`src/rtl/aes_pkg.sv`:
```
// Shared AES decrypt-side definitions: GF(2^8) constants, the InvMixColumns
// coefficient row, the sequencer state encoding and constant-multiply helpers.
package aes_pkg;

  localparam logic [7:0]  GF_POLY      = 8'h1B;
  localparam logic [31:0] INV_MIX_COEF = {8'h0E, 8'h0B, 8'h0D, 8'h09};

  typedef enum logic [1:0] {
    IDLE = 2'd0,
    CALC = 2'd1,
    DONE = 2'd2
  } inv_mix_state_t;

  // Multiply by x modulo x^8+x^4+x^3+x+1; the x^8 term folds back as 0x1B.
  function automatic logic [7:0] xtime(input logic [7:0] a);
    return {a[6:0], 1'b0} ^ (a[7] ? GF_POLY : 8'h00);
  endfunction

  // Constant multiply as a sum of the xtime chain a, x2, x4, x8, ...
  // selected by the set bits of coef.
  function automatic logic [7:0] gf_mul_const(input logic [7:0] a, input logic [7:0] coef);
    logic [7:0] acc;
    logic [7:0] pow;
    acc = 8'h00;
    pow = a;
    for (int i = 0; i < 8; i++) begin
      if (coef[i]) acc ^= pow;
      pow = xtime(pow);
    end
    return acc;
  endfunction

  // Coefficient at position idx of the unrotated row {0e,0b,0d,09}.
  function automatic logic [7:0] inv_mix_coef_at(input int idx);
    return INV_MIX_COEF[31-8*idx -: 8];
  endfunction

endpackage

```
`src/rtl/inv_mix_column.sv`:
```
// One-column InvMixColumns: row r uses the coefficient row rotated right by r.
// Byte 0 of the column is the most significant byte.
module inv_mix_column
  import aes_pkg::*;
(
  input  logic [31:0] col,
  output logic [31:0] mixed
);

  always_comb begin
    // NOTE: default assignment first so no path leaves mixed unassigned (no latch).
    mixed = '0;
    for (int r = 0; r < 4; r++) begin
      for (int k = 0; k < 4; k++) begin
        mixed[31-8*r -: 8] ^= gf_mul_const(col[31-8*k -: 8], inv_mix_coef_at((k - r + 4) % 4));
      end
    end
  end

endmodule

```
`src/rtl/inv_mix_columns_seq.sv`:
```
// Iterative InvMixColumns: accepts one 128-bit state, transforms NUM_LANES
// columns per clock in place, then holds the result until the consumer takes it.
module inv_mix_columns_seq
  import aes_pkg::*;
#(
  parameter int NUM_LANES = 1
) (
  input  logic         clk,
  input  logic         rst_n,
  input  logic         in_valid,
  output logic         in_ready,
  input  logic [127:0] in_state,
  output logic         out_valid,
  input  logic         out_ready,
  output logic [127:0] out_state
);

  if (NUM_LANES != 1 && NUM_LANES != 2 && NUM_LANES != 4) begin : g_bad_lanes
    $error("inv_mix_columns_seq: NUM_LANES must be 1, 2 or 4");
  end

  // With four lanes the step wraps to 0 and the first group is also the last.
  localparam logic [1:0] LANE_STEP = 2'(NUM_LANES);
  localparam logic [1:0] LAST_CNT  = 2'(4 - NUM_LANES);

  inv_mix_state_t state_q;
  logic [1:0]     cnt_q;
  logic [127:0]   work_q;
  logic [127:0]   work_next;

  logic [NUM_LANES-1:0][1:0]  col_idx;
  logic [NUM_LANES-1:0][31:0] lane_in;
  logic [NUM_LANES-1:0][31:0] lane_out;

  for (genvar l = 0; l < NUM_LANES; l++) begin : g_lane
    assign col_idx[l] = cnt_q + 2'(l);
    assign lane_in[l] = work_q[32*(3 - int'(col_idx[l])) +: 32];

    inv_mix_column u_col (
      .col   (lane_in[l]),
      .mixed (lane_out[l])
    );
  end

  always_comb begin
    work_next = work_q;
    for (int l = 0; l < NUM_LANES; l++) begin
      work_next[32*(3 - int'(col_idx[l])) +: 32] = lane_out[l];
    end
  end

  assign in_ready  = (state_q == IDLE);
  // The work register is transformed in place and doubles as the output register.
  assign out_state = work_q;

  // NOTE: sequential state uses non-blocking assignments only, so every
  // register samples its inputs from before the edge.
  always_ff @(posedge clk or negedge rst_n) begin
    if (!rst_n) begin
      // NOTE: the 128-bit work register is reset too, so a transaction cut
      // short by reset never leaves a visible partial result on out_state.
      state_q   <= IDLE;
      cnt_q     <= 2'd0;
      work_q    <= '0;
      out_valid <= 1'b0;
    end else begin
      case (state_q)
        IDLE: begin
          if (in_valid) begin
            work_q  <= in_state;
            cnt_q   <= 2'd0;
            state_q <= CALC;
          end
        end
        CALC: begin
          work_q <= work_next;
          cnt_q  <= cnt_q + LANE_STEP;
          if (cnt_q == LAST_CNT) begin
            state_q   <= DONE;
            out_valid <= 1'b1;
          end
        end
        DONE: begin
          if (out_ready) begin
            out_valid <= 1'b0;
            state_q   <= IDLE;
          end
        end
        default: begin
          state_q   <= IDLE;
          out_valid <= 1'b0;
        end
      endcase
    end
  end

endmodule

```
`config.mk`:
```
export PLATFORM = sky130hd
export DESIGN_NAME = inv_mix_columns_seq
export DESIGN_NICKNAME = d
export VERILOG_FILES = /design/src/rtl/aes_pkg.sv /design/src/rtl/inv_mix_column.sv /design/src/rtl/inv_mix_columns_seq.sv
export SDC_FILE = /design/constraint.sdc
export NUM_CORES = 1
export LEC_CHECK = 0
export BUFFER_PORTS_ARGS = -buffer_cell sky130_fd_sc_hd__buf_2
export CORE_MARGIN = 10
export CORE_UTILIZATION = 48
export CTS_CLUSTER_SIZE = 40
export DETAILED_ROUTE_END_ITERATION = 16
export GPL_TIMING_DRIVEN = 0
export PLACE_DENSITY_LB_ADDON = 0.25
export REMOVE_ABC_BUFFERS = 1
export SYNTH_ARGS = -nofsm -noshare
export SYNTH_HDL_FRONTEND = slang
export SYNTH_SLANG_ARGS = --single-unit
```
`constraint.sdc`:
```
create_clock -name clk -period 2.92 [get_ports clk]
set_input_delay 0.292 -clock clk [delete_from_list [all_inputs] [get_ports clk]]
set_output_delay 0.292 -clock clk [all_outputs]
set_load 0.005 [all_outputs]
```
# Word level (Yosys, flattened, before mapping)
# Cells that the tools add are included.
dict set report totals {
  reg_bits 133
  input_bits 132
  out_inout_bits 130
  elab_cells 98
}
dict set report op_classes {
  add_sub_neg 3
  n_eq_ne 6
  shift 3
  mux 24
  n_bitwise 53
  reduce_logical 5
}
# op count
set ops {}
lappend ops {{bitwise XOR 8 bit} 52}
lappend ops {{case mux 128 bit (2 select lines)} 1}
lappend ops {{bitwise mux 128 bit} 1}
lappend ops {{two-way mux 128 bit} 1}
lappend ops {{variable shift 32 x 33 -> 128 bit, first input constant} 1}
lappend ops {{indexed part select 128 x 8 -> 32 bit} 1}
lappend ops {{indexed part select 32 x 33 -> 128 bit} 1}
lappend ops {{two-way mux 5 bit} 12}
lappend ops {{negator 8 -> 33 bit} 1}
lappend ops {{two-way mux 2 bit} 4}
lappend ops {{inequality test 2 bit, second input constant} 3}
lappend ops {{case mux 2 bit (3 select lines)} 1}
lappend ops {{AND reduction 3 bit} 2}
lappend ops {{equality test 2 bit, second input constant} 2}
lappend ops {{case mux 2 bit (2 select lines)} 1}
lappend ops {{case mux 1 bit (3 select lines)} 1}
lappend ops {{subtractor 2 x 2 -> 3 bit, first input constant} 1}
lappend ops {{adder 2 x 1 -> 2 bit, second input constant} 1}
lappend ops {{equality test 2 x 1 -> 1 bit, second input constant} 1}
lappend ops {{logical NOT 2 bit} 1}
lappend ops {{two-way mux 1 bit} 2}
lappend ops {{AND reduction 2 bit} 1}
lappend ops {{nonzero test 2 bit} 1}
lappend ops {{inverter 1 bit} 1}

# Depth between registers and ports, before layout
dict set report depth {
  depth_word 15
  depth_mapped 12
  ltp_nobuf 7
}

# Modules after synthesis
# A second synthesis with hierarchy kept.
dict set report unflattened {
  hier_cells 850
  area_unflattened_um2 10060.9
}
# mod n_inst cells_per_inst area_each_um2 seq_area_each_um2
set by_module_without_submodules {}
lappend by_module_without_submodules {inv_mix_columns_seq 1 649 7731.2 3328.2}
lappend by_module_without_submodules {inv_mix_column 1 201 2329.7 0.0}

# Worst setup path before layout
# OpenSTA, ideal clock, no wires.
dict set report synth_path {
  path_type {flip-flop to flip-flop}
  start {register cnt_q[0]}
  end {register work_q[117], in the netlist out_state[117]}
  setup_ps 124
  arrival_time_ps 3037
  t_required_ps 2796
  path_slack_ps -241
  stages_incl_launch_ff 10
  path_buffers 2
  synth_period_minus_slack_ps 3161
  cell_sequence {dfrtp_1 -> buf_6 -> mux4_2 -> buf_4 -> xnor2_2 -> xnor3_2 -> xor3_1 -> xnor3_2 -> a221oi_2 -> nor2_1}
}
dict set report synth_between {
  elab_chain_cells 13
  elab_cells_between_ends 71
  classes_between {add/sub: 2; shift: 3; mux: 14; bitwise: 52}
}
# element line_no
set synth_rtl {}
lappend synth_rtl {{from (decl)} inv_mix_columns_seq.sv:27} ;# logic [1:0] cnt_q;
lappend synth_rtl {{from (signal assigned)} inv_mix_columns_seq.sv:77} ;# cnt_q <= cnt_q + LANE_STEP;
lappend synth_rtl {{subtractor 2 x 2 -> 3 bit (*)} {inv_mix_columns_seq.sv:37, inv_mix_columns_seq.sv:48}}
lappend synth_rtl {{indexed part select 128 x 8 -> 32 bit} inv_mix_columns_seq.sv:37} ;# assign lane_in[l] = work_q[32*(3 - int'(col_idx[l])) +: 32];
lappend synth_rtl {{bitwise XOR 8 bit or two-way mux 5 bit (tied branches) (2 in series)} aes_pkg.sv:16} ;# return {a[6:0], 1'b0} ^ (a[7] ? GF_POLY : 8'h00);
lappend synth_rtl {{two-way mux 5 bit or bitwise XOR 8 bit (tied branches)} aes_pkg.sv:16}
lappend synth_rtl {{bitwise XOR 8 bit (on tied branches)} {aes_pkg.sv:16, aes_pkg.sv:27}}
lappend synth_rtl {{bitwise XOR 8 bit} aes_pkg.sv:27} ;# if (coef[i]) acc ^= pow;
lappend synth_rtl {{bitwise XOR 8 bit (3 in series)} inv_mix_column.sv:15} ;# mixed[31-8*r -: 8] ^= gf_mul_const(col[31-8*k -: 8], inv_mix_coef_at((k - r + 4) % 4));
lappend synth_rtl {{indexed part select 32 x 33 -> 128 bit} inv_mix_columns_seq.sv:48} ;# work_next[32*(3 - int'(col_idx[l])) +: 32] = lane_out[l];
lappend synth_rtl {{bitwise mux 128 bit (*)} inv_mix_columns_seq.sv:48}
lappend synth_rtl {{case mux 128 bit (2 select lines) (*)} inv_mix_columns_seq.sv:67} ;# case (state_q)
lappend synth_rtl {{to (signal assigned)} inv_mix_columns_seq.sv:70} ;# work_q <= in_state;
lappend synth_rtl {{to (signal assigned)} inv_mix_columns_seq.sv:76} ;# work_q <= work_next;
lappend synth_rtl {{to (decl)} inv_mix_columns_seq.sv:28} ;# logic [127:0] work_q;
# Mark *: on every way between the ends. The rest lies on a longest branch, timed or not.
# A chain may end at the register's enable or synchronous reset.

# Worst setup path after layout
dict set report layout_path {
  start {register cnt_q[0]}
  end {register work_q[51], in the netlist out_state[51]}
}
# The elaborated chain is that of the path after synthesis.

==> summary.md <==
| Metric | Value |
|---|---|
| Outcome | finished, violations left |
| Violated checks | setup timing |
| Pins Over Slew Limit | 0 |
| Worst Clk Skew | around 13 ps |
| Startpoint Class | flop |
| Post-synth EDFFs | 0 |
| Initial antenna violation count | 0 |
| R2R cell count | 11 |
| Clk slew on worst S/H paths | roughly 60 ps |
| Nets | roughly 1300 |
| Vias in the first global route | between 8000 and 9000 |
| Worst setup margin | -429 ps |
| Post-DP HPWL | roughly 24000 µm |
| # DRC | 0 |
| Final WL | 39400 µm |
| Worst r2r src | cnt_q[0] |
| FF/Latch Area | around 3300 µm² |
| Max Cap Violations | 0 |
| Crit Path Max Fanout | 6 |
| IO Count | around 260 |
| IO Port Bufs | ~260 |
| Ys async rst share | 1.00 |
| Most used cell, CP | buf_4 |
| Crit path capture type | flop |
| Antenna-violating nets left | 0 |
| Clock Sinks | roughly 130 |
| Initial DRC count | about 900 |
| Average size of a mapped cell | ~11 µm² |
| Synth-to-Final Area Change | 50.8% |
| Reg2Reg Setup Slack | -430 ps |
| GRT overflow | 0 |
| Library cells used by synthesis | 41 |
| Final setup fails | 117 |
| Cells after Synth | 860 |
| CTS HTree Levels | 4 |
| Die area | ~25000 µm² |
| Worst min path class | in2reg |
| Fmax | around 300 MHz |
| DIE HEIGHT | around 160 µm |
| Fin crit period | 3350 ps |
| Core footprint | ~19000 µm² |
| Critical Path Slowest Stage Cell | mux4_2 |
| Crit path launch | cnt_q[0] |
| Clk_lat worst skew | 430 ps |
| CP Data Required Time | around 3200 ps |
| Vias post-DR | roughly 9000 |
| Largest net degree at the start of global routing | 75 |
| Starting Density | 0.490 |
| Ys Warns | 0 |
| Root Buffer | clkbuf_16 |
| GRT Total Usage | 0.281 |
| Vias per cell | about 6.2 |
| Setup TNS | -24560 ps |
| Placer Congestion | slightly below 0.9 |
| Wire length per cell | roughly 27 µm |
| Critical path cell sequence | buf_12, clkbuf_4, buf_4, mux4_2, xor2_4, xnor2_4, buf_4, xor2_2, xnor3_2, a221oi_1, nor2_1 |
| Ys flop type | dfrtp_1 |
| Setup CP Type | reg2reg |
| CTS Buffer Depth | 2 |
| Fraction of layout cells with a size suffix above 1 | 0.544 |
| FF-to-FF End | out_state[51] |
| CTS tree | built |
| Slew @ Worst Pin | 1440 ps |
| Period utilization | 1.15 |
| Arrival @ worst endpoint | 3640 ps |
| Die W | approximately 160 µm |
| Slowest stage delay, CP | about 600 ps |
| TritonRoute pass-1 iters | 6 |
| Synth Register Bits | ~130 |
| First-pass GRT wire length | roughly 53000 µm |
| TritonCTS Buffers | 17 |
| # fillers | between 1000 and 1500 |
| Worst setup path end | out_state[51] |
| Fin util | 0.739 |
| Seq/Total Area, Yosys | 0.362 |
| Mapped Area | 9200 µm² |
| Final Hold Fails | 0 |
| Slew margin rel. | 0.0368 |
| RSZ-0062 raised after global routing | true |
| Multi-input logic area | approximately 6900 µm² |
| Row count | 50 |
## layout by cell type (no fill, tap or decap), types with 15 or more instances in the layout
| master | synthesis | routed |
|---|---|---|
| nand2_1 | 29 | 29 |
| clkbuf_16 | 0 | 17 |
| xnor2_1 | 116 | 48 |
| dfrtp_1 | 133 | 130 |
| buf_2 | 12 | 260 |
| xnor2_4 | 7 | 29 |
| buf_4 | 4 | 85 |
| a221oi_1 | 83 | 39 |
| buf_6 | 2 | 19 |
| a221oi_2 | 13 | 57 |
| nor2_1 | 201 | 201 |
| mux4_2 | 26 | 32 |
| xnor3_2 | 3 | 15 |
| xnor2_2 | 12 | 58 |
## area by class of cell
type,count,share of cell area
Clock inverter,7,0.00668
Sequential cell,133,0.241
Clock buffer,25,0.0372
Tap cell,234,0.0211
Antenna cell,1,0.000180
Multi-Input combinational cell,652,0.500
Timing Repair Buffer,388,0.193
Inverter,3,0.000812
## kinds of logic after synthesis
logic type,Yosys count,synth area share
simple gates,252,0.108
compound gates,167,0.153
buf+inv,77,0.0399
fa+ha+maj,4,0.00544
mux,32,0.0808
xor+xnor,195,0.251
flops,133,0.362
## synthesized netlist by cell type (2+ instances only)
| cell | count | area share |
|---|---|---|
| xor3_1 | 2 | 0.0052 |
| buf_2 | 12 | 0.0065 |
| nand3_1 | 8 | 0.0044 |
| nor3_1 | 2 | 0.0011 |
| a21o_1 | 4 | 0.0033 |
| nor2_1 | 201 | 0.082 |
| clkbuf_1 | 51 | 0.021 |
| mux4_1 | 6 | 0.017 |
| a2bb2oi_1 | 12 | 0.011 |
| ha_1 | 4 | 0.0054 |
| mux4_2 | 26 | 0.064 |
| dfrtp_1 | 133 | 0.36 |
| and3_1 | 6 | 0.0041 |
| buf_4 | 4 | 0.0033 |
| xnor2_1 | 116 | 0.11 |
| xor2_1 | 31 | 0.030 |
| xnor2_2 | 12 | 0.021 |
| a21oi_1 | 14 | 0.0076 |
| buf_6 | 2 | 0.0024 |
| o21ai_0 | 13 | 0.0071 |
| xor2_2 | 5 | 0.0088 |
| a221oi_2 | 13 | 0.021 |
| buf_1 | 3 | 0.0012 |
| inv_1 | 3 | 0.0012 |
| o211ai_1 | 12 | 0.0098 |
| buf_12 | 2 | 0.0044 |
| o21a_1 | 8 | 0.0065 |
| xnor3_1 | 18 | 0.044 |
| o22ai_1 | 2 | 0.0014 |
| a221o_1 | 4 | 0.0044 |
| nand2b_1 | 3 | 0.0020 |
| nand2_1 | 29 | 0.012 |
| xnor2_4 | 7 | 0.021 |
| a221oi_1 | 83 | 0.079 |
| xnor3_2 | 3 | 0.0078 |
## layer usage
layer / vias to the layer above / track usage / part of all wire
li1: 3756 / - / -
met1: 4494 / 0.354 / 0.37
met2: 643 / 0.471 / 0.49
met3: 120 / 0.0583 / 0.096
met4: 0 / 0.0940 / 0.044
met5: - / 0 / 0
## critical path, delay by kind of cell (launching register included)
family / cells / cell delay, ps
buffers and inverters: 4 / 660
flip-flops: 1 / 450
AND/OR/NAND/NOR: 1 / 100
multiplexers: 1 / 600
AO/OA/AOI/OAI: 1 / 370
XOR/XNOR: 4 / 1040
## through the flow
| step | cell area, µm² | setup WS [ps] | cells | hold WS (ps) |
|---|---|---|---|---|
| 2_1_floorplan | 8840 | -2120 | 786 | -3.59 |
| 3_3_place_gp | 10400 | -6090 | 1281 | 484 |
| 3_5_place_dp | 10800 | -1520 | 1292 | 316 |
| 4_1_cts | 12700 | -256 | 1392 | 119 |
| 5_1_grt | 13900 | -515 | 1442 | 126 |
| 6_report | 13900 | -429 | 1443 | 111 |
## flip-flops by register name, summed over array words and instances, names as in the netlist
signal and cells:
state_q 2, cnt_q 2, out_valid 1, out_state 128
## worst min path at each step
stage                       start              to  cells past startpoint
finish              in_state[114]  out_state[114]                      3
CTS                  in_state[92]   out_state[92]                      3
floorplan                   rst_n        cnt_q[0]                      0
global route         in_state[87]   out_state[87]                      3
detailed placement          rst_n  out_state[112]                      1
global placement    out_state[25]   out_state[25]                      2
## what timing repair did
item | CTS | global route
resized for setup | 114 | 110
pin swaps | 38 | 59
cloned | 2 | 1
setup endpoints to repair | 128 | 128
hold buffers | 1 | 0
endpoints found under the hold margin | 61 | 0
setup buffers | 65 | 50
Power is left out: the tool's default activity adds up to more than one toggle a clock period on the data nets, which glitch-free logic cannot reach.
